===== src/rtl/param_cpu_core.sv =====
// Parametrised multi-cycle CPU core: register file, synchronous data memory, flagged ALU,
// and an IDLE/DECODE/EXECUTE/MEM/WRITEBACK sequencer fed through a valid/ready handshake.
module param_cpu_core #(
  parameter int DATA_WIDTH    = 8,
  parameter int ADDR_BITS     = 5,
  parameter int REG_ADDR_BITS = 2,
  parameter int INSTR_WIDTH   = 6 + 3 * REG_ADDR_BITS + DATA_WIDTH
) (
  input  logic                                       clk,
  input  logic                                       rst,
  input  logic [INSTR_WIDTH-1:0]                     instr,
  input  logic                                       instr_valid,
  output logic                                       instr_ready,
  output logic                                       retire,
  output logic                                       illegal_op,
  output logic                                       flag_z,
  output logic                                       flag_c,
  output logic [(2**REG_ADDR_BITS)*DATA_WIDTH-1:0]   regs_flat
);

  localparam int NUM_REGS  = 2 ** REG_ADDR_BITS;
  localparam int MEM_WORDS = 2 ** ADDR_BITS;

  localparam logic [1:0] CLS_NOP   = 2'b00;
  localparam logic [1:0] CLS_ALU   = 2'b01;
  localparam logic [1:0] CLS_LOAD  = 2'b10;
  localparam logic [1:0] CLS_STORE = 2'b11;

  typedef enum logic [2:0] {
    S_IDLE      = 3'd0,
    S_DECODE    = 3'd1,
    S_EXECUTE   = 3'd2,
    S_MEM       = 3'd3,
    S_WRITEBACK = 3'd4
  } state_t;

  state_t                   state_q, state_d;
  logic [INSTR_WIDTH-1:0]   ir_q, ir_d;
  logic [DATA_WIDTH-1:0]    opa_q, opa_d, opb_q, opb_d, opz_q, opz_d;
  logic [DATA_WIDTH-1:0]    alu_q, alu_d, rdata_q, rdata_d;
  logic                     carry_q, carry_d;
  logic [ADDR_BITS-1:0]     addr_q, addr_d;
  logic                     retire_q, retire_d, illegal_q, illegal_d;
  logic                     flag_z_q, flag_z_d, flag_c_q, flag_c_d;
  logic [DATA_WIDTH-1:0]    reg_q [NUM_REGS];
  logic [DATA_WIDTH-1:0]    reg_d [NUM_REGS];
  logic [DATA_WIDTH-1:0]    mem_q [MEM_WORDS];
  logic                     mem_we_s;
  logic [DATA_WIDTH:0]      wide_s;

  logic [1:0]               cls_s;
  logic [REG_ADDR_BITS-1:0] rd_s, rs1_s, rs2_s;
  logic [DATA_WIDTH-1:0]    imm_s;
  logic [3:0]               op_s;

  assign cls_s = ir_q[INSTR_WIDTH-1 -: 2];
  assign rd_s  = ir_q[4 + DATA_WIDTH + 2 * REG_ADDR_BITS +: REG_ADDR_BITS];
  assign rs1_s = ir_q[4 + DATA_WIDTH + REG_ADDR_BITS +: REG_ADDR_BITS];
  assign rs2_s = ir_q[4 + DATA_WIDTH +: REG_ADDR_BITS];
  assign imm_s = ir_q[4 +: DATA_WIDTH];
  assign op_s  = ir_q[3:0];

  // Sequencer next state, datapath latches and register/flag writeback.
  always_comb begin
    state_d   = state_q;
    ir_d      = ir_q;
    opa_d     = opa_q;
    opb_d     = opb_q;
    opz_d     = opz_q;
    alu_d     = alu_q;
    carry_d   = carry_q;
    addr_d    = addr_q;
    rdata_d   = rdata_q;
    retire_d  = 1'b0;
    illegal_d = 1'b0;
    flag_z_d  = flag_z_q;
    flag_c_d  = flag_c_q;
    reg_d     = reg_q;
    wide_s    = '0;
    case (state_q)
      S_IDLE: begin
        if (instr_valid) begin
          ir_d     = instr;
          state_d  = S_DECODE;
          retire_d = (instr[INSTR_WIDTH-1 -: 2] == CLS_NOP);
        end else begin
          state_d = S_IDLE;
        end
      end
      S_DECODE: begin
        opa_d = reg_q[rs1_s];
        opb_d = reg_q[rs2_s];
        opz_d = reg_q[rd_s];
        if (cls_s == CLS_NOP) begin
          state_d = S_IDLE;
        end else begin
          state_d = S_EXECUTE;
        end
      end
      S_EXECUTE: begin
        if (cls_s == CLS_ALU) begin
          state_d  = S_WRITEBACK;
          retire_d = 1'b1;
          carry_d  = 1'b0;
          case (op_s)
            4'd0: begin
              wide_s  = {1'b0, opa_q} + {1'b0, opb_q};
              alu_d   = wide_s[DATA_WIDTH-1:0];
              carry_d = wide_s[DATA_WIDTH];
            end
            4'd1: begin
              // The extra MSB of the widened difference is the borrow (opA < opB).
              wide_s  = {1'b0, opa_q} - {1'b0, opb_q};
              alu_d   = wide_s[DATA_WIDTH-1:0];
              carry_d = wide_s[DATA_WIDTH];
            end
            4'd2: alu_d = opa_q & opb_q;
            4'd3: alu_d = opa_q | opb_q;
            4'd4: alu_d = opa_q ^ opb_q;
            4'd5: alu_d = {opa_q[DATA_WIDTH-2:0], 1'b0};
            4'd6: alu_d = {1'b0, opa_q[DATA_WIDTH-1:1]};
            4'd7: begin
              wide_s  = {1'b0, opa_q} + {1'b0, imm_s};
              alu_d   = wide_s[DATA_WIDTH-1:0];
              carry_d = wide_s[DATA_WIDTH];
            end
            default: begin
              illegal_d = 1'b1;
              carry_d   = carry_q;
            end
          endcase
        end else begin
          wide_s  = {1'b0, opa_q} + {1'b0, imm_s};
          addr_d  = ADDR_BITS'(wide_s);
          state_d = S_MEM;
        end
      end
      S_MEM: begin
        if (cls_s == CLS_LOAD) begin
          rdata_d = mem_q[addr_q];
        end else begin
          rdata_d = rdata_q;
        end
        state_d  = S_WRITEBACK;
        retire_d = 1'b1;
      end
      S_WRITEBACK: begin
        state_d = S_IDLE;
        if (cls_s == CLS_ALU && !illegal_q) begin
          reg_d[rd_s] = alu_q;
          flag_z_d    = (alu_q == {DATA_WIDTH{1'b0}});
          flag_c_d    = carry_q;
        end else if (cls_s == CLS_LOAD) begin
          reg_d[rd_s] = rdata_q;
        end else begin
          reg_d = reg_q;
        end
      end
      default: state_d = S_IDLE;
    endcase
  end

  // State and datapath registers; reset restores reg i = i and clears flags/pulses.
  always_ff @(posedge clk) begin
    if (rst) begin
      state_q   <= S_IDLE;
      ir_q      <= '0;
      opa_q     <= '0;
      opb_q     <= '0;
      opz_q     <= '0;
      alu_q     <= '0;
      carry_q   <= 1'b0;
      addr_q    <= '0;
      rdata_q   <= '0;
      retire_q  <= 1'b0;
      illegal_q <= 1'b0;
      flag_z_q  <= 1'b0;
      flag_c_q  <= 1'b0;
      for (int i = 0; i < NUM_REGS; i++) begin
        reg_q[i] <= DATA_WIDTH'(i);
      end
    end else begin
      state_q   <= state_d;
      ir_q      <= ir_d;
      opa_q     <= opa_d;
      opb_q     <= opb_d;
      opz_q     <= opz_d;
      alu_q     <= alu_d;
      carry_q   <= carry_d;
      addr_q    <= addr_d;
      rdata_q   <= rdata_d;
      retire_q  <= retire_d;
      illegal_q <= illegal_d;
      flag_z_q  <= flag_z_d;
      flag_c_q  <= flag_c_d;
      reg_q     <= reg_d;
    end
  end

  // Reset in the MEM cycle must suppress the write, so rst gates the enable.
  assign mem_we_s = !rst && (state_q == S_MEM) && (cls_s == CLS_STORE);

  // Data memory storage; contents survive reset.
  always_ff @(posedge clk) begin
    if (mem_we_s) begin
      mem_q[addr_q] <= opz_q;
    end
  end

  for (genvar g = 0; g < NUM_REGS; g++) begin : g_flat
    assign regs_flat[g*DATA_WIDTH +: DATA_WIDTH] = reg_q[g];
  end

  assign instr_ready = (state_q == S_IDLE);
  assign retire      = retire_q;
  assign illegal_op  = illegal_q;
  assign flag_z      = flag_z_q;
  assign flag_c      = flag_c_q;

endmodule


===== config.mk =====
export PLATFORM = sky130hd
export DESIGN_NAME = param_cpu_core
export DESIGN_NICKNAME = d
export VERILOG_FILES = /design/src/rtl/param_cpu_core.sv
export SDC_FILE = /design/constraint.sdc
export NUM_CORES = 1
export LEC_CHECK = 0
export ABC_AREA = 0
export BUFFER_PORTS_ARGS = -buffer_cell sky130_fd_sc_hd__buf_2
export CORE_MARGIN = 4
export CORE_UTILIZATION = 45
export CTS_BUF_LIST = sky130_fd_sc_hd__clkbuf_8
export DETAILED_ROUTE_END_ITERATION = 6
export PLACE_DENSITY = 0.71
export SYNTH_ARGS = -nofsm -noshare
export SYNTH_HDL_FRONTEND = slang
export SYNTH_SLANG_ARGS = --single-unit

===== constraint.sdc =====
create_clock -name clk -period 5.7 [get_ports clk]
set_input_delay 0.57 -clock clk [delete_from_list [all_inputs] [get_ports clk]]
set_output_delay 0.57 -clock clk [all_outputs]
set_load 0.01 [all_outputs]

* Word level (Yosys, flattened, before mapping) *
Memories as Yosys holds them, arrays and structs flattened. A register that Yosys moved wholly into a read port is not among the register bits.
Cells that the tools add are included.

word-level totals
  output and inout bits = 37
  memories = 1
  RAM bits = 256
  word-level logic and storage cells = 97
  bits in registers = 97

cells by class
  reductions and logical operators = 24
  bitwise logic cells = 8
  muxes and demuxes = 27
  equal/unequal tests = 14
  $add $sub $neg = 3
  order comparisons = 4

memory list
  memory  depth  bits a word  read ports  clocked after Yosys merged registers in  write ports  RTL line  text
  mem_q   32     8            1           1                                        1            47        logic [DATA_WIDTH-1:0] mem_q [MEM_WORDS];

operators with widths
  operator                                              count
  bitwise mux 32 bit                                    2
  two-way mux 32 bit                                    2
  case mux 8 bit (8 select lines)                       1
  two-way mux 8 bit                                     7
  binary-select mux 8 bit (select 2 bit)                3
  adder 8 x 8 -> 9 bit                                  2
  demux 8 bit (select 2 bit)                            1
  equality test 4 x 3 -> 1 bit (second input constant)  4
  case mux 3 bit (4 select lines)                       1
  AND reduction 2 bit                                   5
  >= comparator 3 bit (second input constant)           3
  inverter 2 -> 3 bit                                   3
  subtractor 8 x 8 -> 9 bit                             1
  AND 8 bit                                             1
  equality test 4 x 2 -> 1 bit (second input constant)  2
  logical NOT 8 bit                                     1
  OR 8 bit                                              1
  nonzero test 8 bit                                    1
  OR reduction 8 bit                                    1
  XOR 8 bit                                             1
  equality test 3 x 2 -> 1 bit (second input constant)  2
  two-way mux 1 bit                                     6
  AND reduction 3 bit                                   2
  OR reduction 5 bit                                    1
  19 further kinds                                      26

* Longest topological paths before layout *
  depth after elaboration = 8
  mapped depth = 10
  mapped depth without buffers = 10

* Least setup slack after synthesis *
Ideal clock, no wire load.

  path type = reg-to-reg
  start point = register addr_q[1]
  end point = memory mem_q[20][0] (enable)
  buffers on the path = 4
  slack = 3065 ps
  arrival = 2237 ps
  clock period less this slack = 2635 ps
  cell stages (with the launch flop) = 7
  data required time = 5302 ps
  path through = dfxtp_1 > clkbuf_1 > buf_1 > buf_2 > or2_2 > clkbuf_1 > nor4b_1

RTL lines
  what                    RTL line  text
  from (decl)             42        logic [ADDR_BITS-1:0] addr_q, addr_d;
  from (signal assigned)  190       addr_q <= addr_d;
  to (decl)               47

No word-level cell before the write port.

* Worst setup path after layout *
  start point = register addr_q[1]
  end point = memory mem_q[23][4] (enable)

No word-level cell before the write port.

==> flow_summary.toml <==
[placement]
io_buffer_count = 59
place.gp.congestion = 0.884
post_dp_cell_area_mm2 = 0.0167
dp.cells = 1602
dpl.hpwl_um = 25500
dp_worst_setup_slack_ns = 2.47

[timing]
grt_setup_unrepaired = "no"
hold_viol = 0
final.setup.tns_ns = 0
fmax_mhz = 313
clock_skew_ns = 0.0401
whs_ns = 0.170
slew_violations = 0
setup_ws_ns = 2.50
fin_crit_sh_pct = 56.1
slew_headroom_pct = 10.0
fin_crit_ns = 3.20
finalSetupViolCount = 0
worst_pin_slew_ns = 1.35

[global_route]
use_met2_pct = 32.0
grt_pass1_vias = 9896
use_met1_pct = 28.1
gr-total-overflow = 0
grtUsageTotal_pct = 20.0
antenna_found_initial = 0
grt_pass1_wl_um = 59800
grt.busiest_layer = "met2"
grt_start_max_net_pins = 66
grtUsageMet3_pct = 3.74

[logic_synthesis]
ys_seq_area_share_pct = 61.2
synth_cell_type_count = 63
syn-num-nets = 1206
synthesis.area_mm2 = 0.0160
postSynthAreaPerCell_um2 = 13.9
ys_warn_count = 0
synth_cells = 1148
synth-edff-count = 256
yosys.area.top_type = "edfxtp_1"
synth_seq_cells = 361
synth.most_common_cell = "edfxtp_1"
yosys_most_used_dff = "edfxtp_1"
yosys-top-cells-area = "edfxtp_1 48%, mux4_2 14%, dfxtp_1 13%, nand2_1 2.8%, a21oi_1 2.6%"
async_reset_ff_share_pct = 0
yosys-top-cells-count = "256 x edfxtp_1, 118 x nand2_1, 107 x nor2_1, 105 x dfxtp_1, 101 x mux4_2"
yosys.area.top_type_share_pct = 48.0

[routing]
drc_errors = 0
first_iter_violations = 912
vias = 10000
wl_per_cell_um = 22.8
viasPerCell = 5.88
ant_nets = 0
drt-pass1-iter-count = 6
wl_um = 38900

[flow_run]
maxCapViolations = 0

[min_path]
hp-start = "instr[19]"
worstHoldPathType = "input pin to flop"

[clock_network]
clock_sinks = 361
worstSkewPairLatency_ns = 0.64
post_cts_buffers = 0
cts-root-buf = "clkbuf_8"
h-tree-depth = 2
max-clock-path-buffers = 3
cts_tree = "yes"
cts-resized-gates = 0
cts_buffers = 57
path_clk_slew_ns = 0.07
hold_buffers = 0

[cells_and_area]
regArea_mm2 = 0.00979
drive_above_1_share_pct = 21.3
final_core_util_pct = 51.2
fin_area_mm2 = 0.0178
diodes = 0
final_net_count = 1264
area_growth_pct = 11.2
fillerInstances = 2900
stdcell_count = 1708
multiInputGateArea_mm2 = 0.00578

[power_and_ir_drop]
power_frac_comb_pct = 4.8
internal_power_mw = 4.07
pwr-share-seq_pct = 54.0
p_leak_nw = 5.86
irDropWorstVdd_mv = 0.291
swShare_pct = 23.1
cellPowerDensity_mw_per_mm2 = 297
total_power_mw = 5.29
p_clk_share_pct = 41.2
switchingPower_mw = 1.22

[setup_path]
critPathLaunch = "addr_q[1]$_SDFFE_PP0P_"
crit_path_end_kind = "flop"
crit_arrival_ns = 3.45
worst_path_largest_cell_delay_ns = 1.08
startpoint_type = "flop"
cp_max_fo = 43
cp.required_ns = 5.95
path_cells = "buf_4, nand2_1, nor2_1"
rr_startpoint = "addr_q[1]$_SDFFE_PP0P_"
cpMaxStageDelayCell = "dfxtp_2"
criticalPathCategory = "flop to flop"

[floorplanning]
die_y_um = 197
design.core.area_mm2 = 0.0348
io_pins = 60
rows = 68
initial_utilization_pct = 46.0
die_area_mm2 = 0.0386
die_w_um = 197

[outcome]
status = "complete, no violations"
## final cells by class
class                      instances  area share [%]
clock buffer                      57            4.41
clock inverter                    49            1.94
inverter                          29           0.611
multi-input combinational        682            32.5
sequential                       361            55.0
tap                              455            3.20
timing repair buffer              75            2.35
## worst max-delay path: cells and delay by family (launching register included)
kind                   cells  cell delay [ns]
flip-flops                 1             1.08
buffers and inverters      1             0.51
AND/OR/NAND/NOR            2             1.18
## cell usage in the layout (no fill, tap or decap), types with 6 or more instances in the layout
cell type    n
mux4_2     101
mux2_2       6
nand2_1    118
nor2_1     107
buf_2       58
clkbuf_8    57
dfxtp_1    103
o211ai_1     8
buf_4       17
nand2b_1    14
edfxtp_1   256
a21oi_1     82
mux2i_1     22
o21ai_0     23
inv_1       51
a211oi_1    42
nor2b_1      9
or2_2        8
clkinv_1    14
xnor2_1     11
nand3_1      8
ha_1        32
a21o_1       6
nor3_1       9
## registers in the layout (all words and copies together) (netlist names), 8 cells and up
register / count
alu_q: 8
ir_q: 20
mem_q: 256
opa_q: 8
opb_q: 8
opz_q: 8
rdata_q: 8
regs_flat: 32
## layer usage
layer | wire length (um) | share of wire [%]
met1 | 15800 | 41
met2 | 18900 | 48
met3 | 2910 | 7.5
met4 | 1300 | 3.3
met5 | 0 | 0
## logic make-up (layout without fill, tap and decap cells)
group                    after synthesis  in the layout  synth area share, %
multiplexers                         129            129                 16.0
AND/OR/NAND/NOR                      307            307                 8.68
adder cells (fa/ha/maj)               35             35                 2.88
flip-flops                           361            361                 61.2
AO/OA/AOI/OAI                        199            199                 7.87
buffers and inverters                105            210                 2.74
XOR/XNOR                              12             12                0.657
## power by group through the flow
| stage | clock, mW | combinational [mW] | sequential, mW |
|---|---|---|---|
| 6_report | 2.18 | 0.254 | 2.86 |
| 3_5_place_dp | 0 | 0.253 | 2.91 |
| 5_1_grt | 2.35 | 0.278 | 2.86 |
| 4_1_cts | 2.22 | 0.254 | 2.86 |
| 2_1_floorplan | 0 | 0.223 | 2.87 |
| 3_3_place_gp | 0 | 0.250 | 2.91 |
## final timing paths
| kind | endpoint | slack, ns | cells after the start |
|---|---|---|---|
| setup / recovery | mem_q[23][4]$_DFFE_PP_ | 2.50 | 3 |
| hold / removal | ir_q[19]$_SDFFE_PP0P_ | 0.17 | 3 |
| setup reg to reg | mem_q[23][4]$_DFFE_PP_ | 2.50 | 3 |
| hold reg to reg | ir_q[7]$_SDFFE_PP0P_ | 0.47 | 2 |
Note: power is estimated with default switching activity, not from simulation.
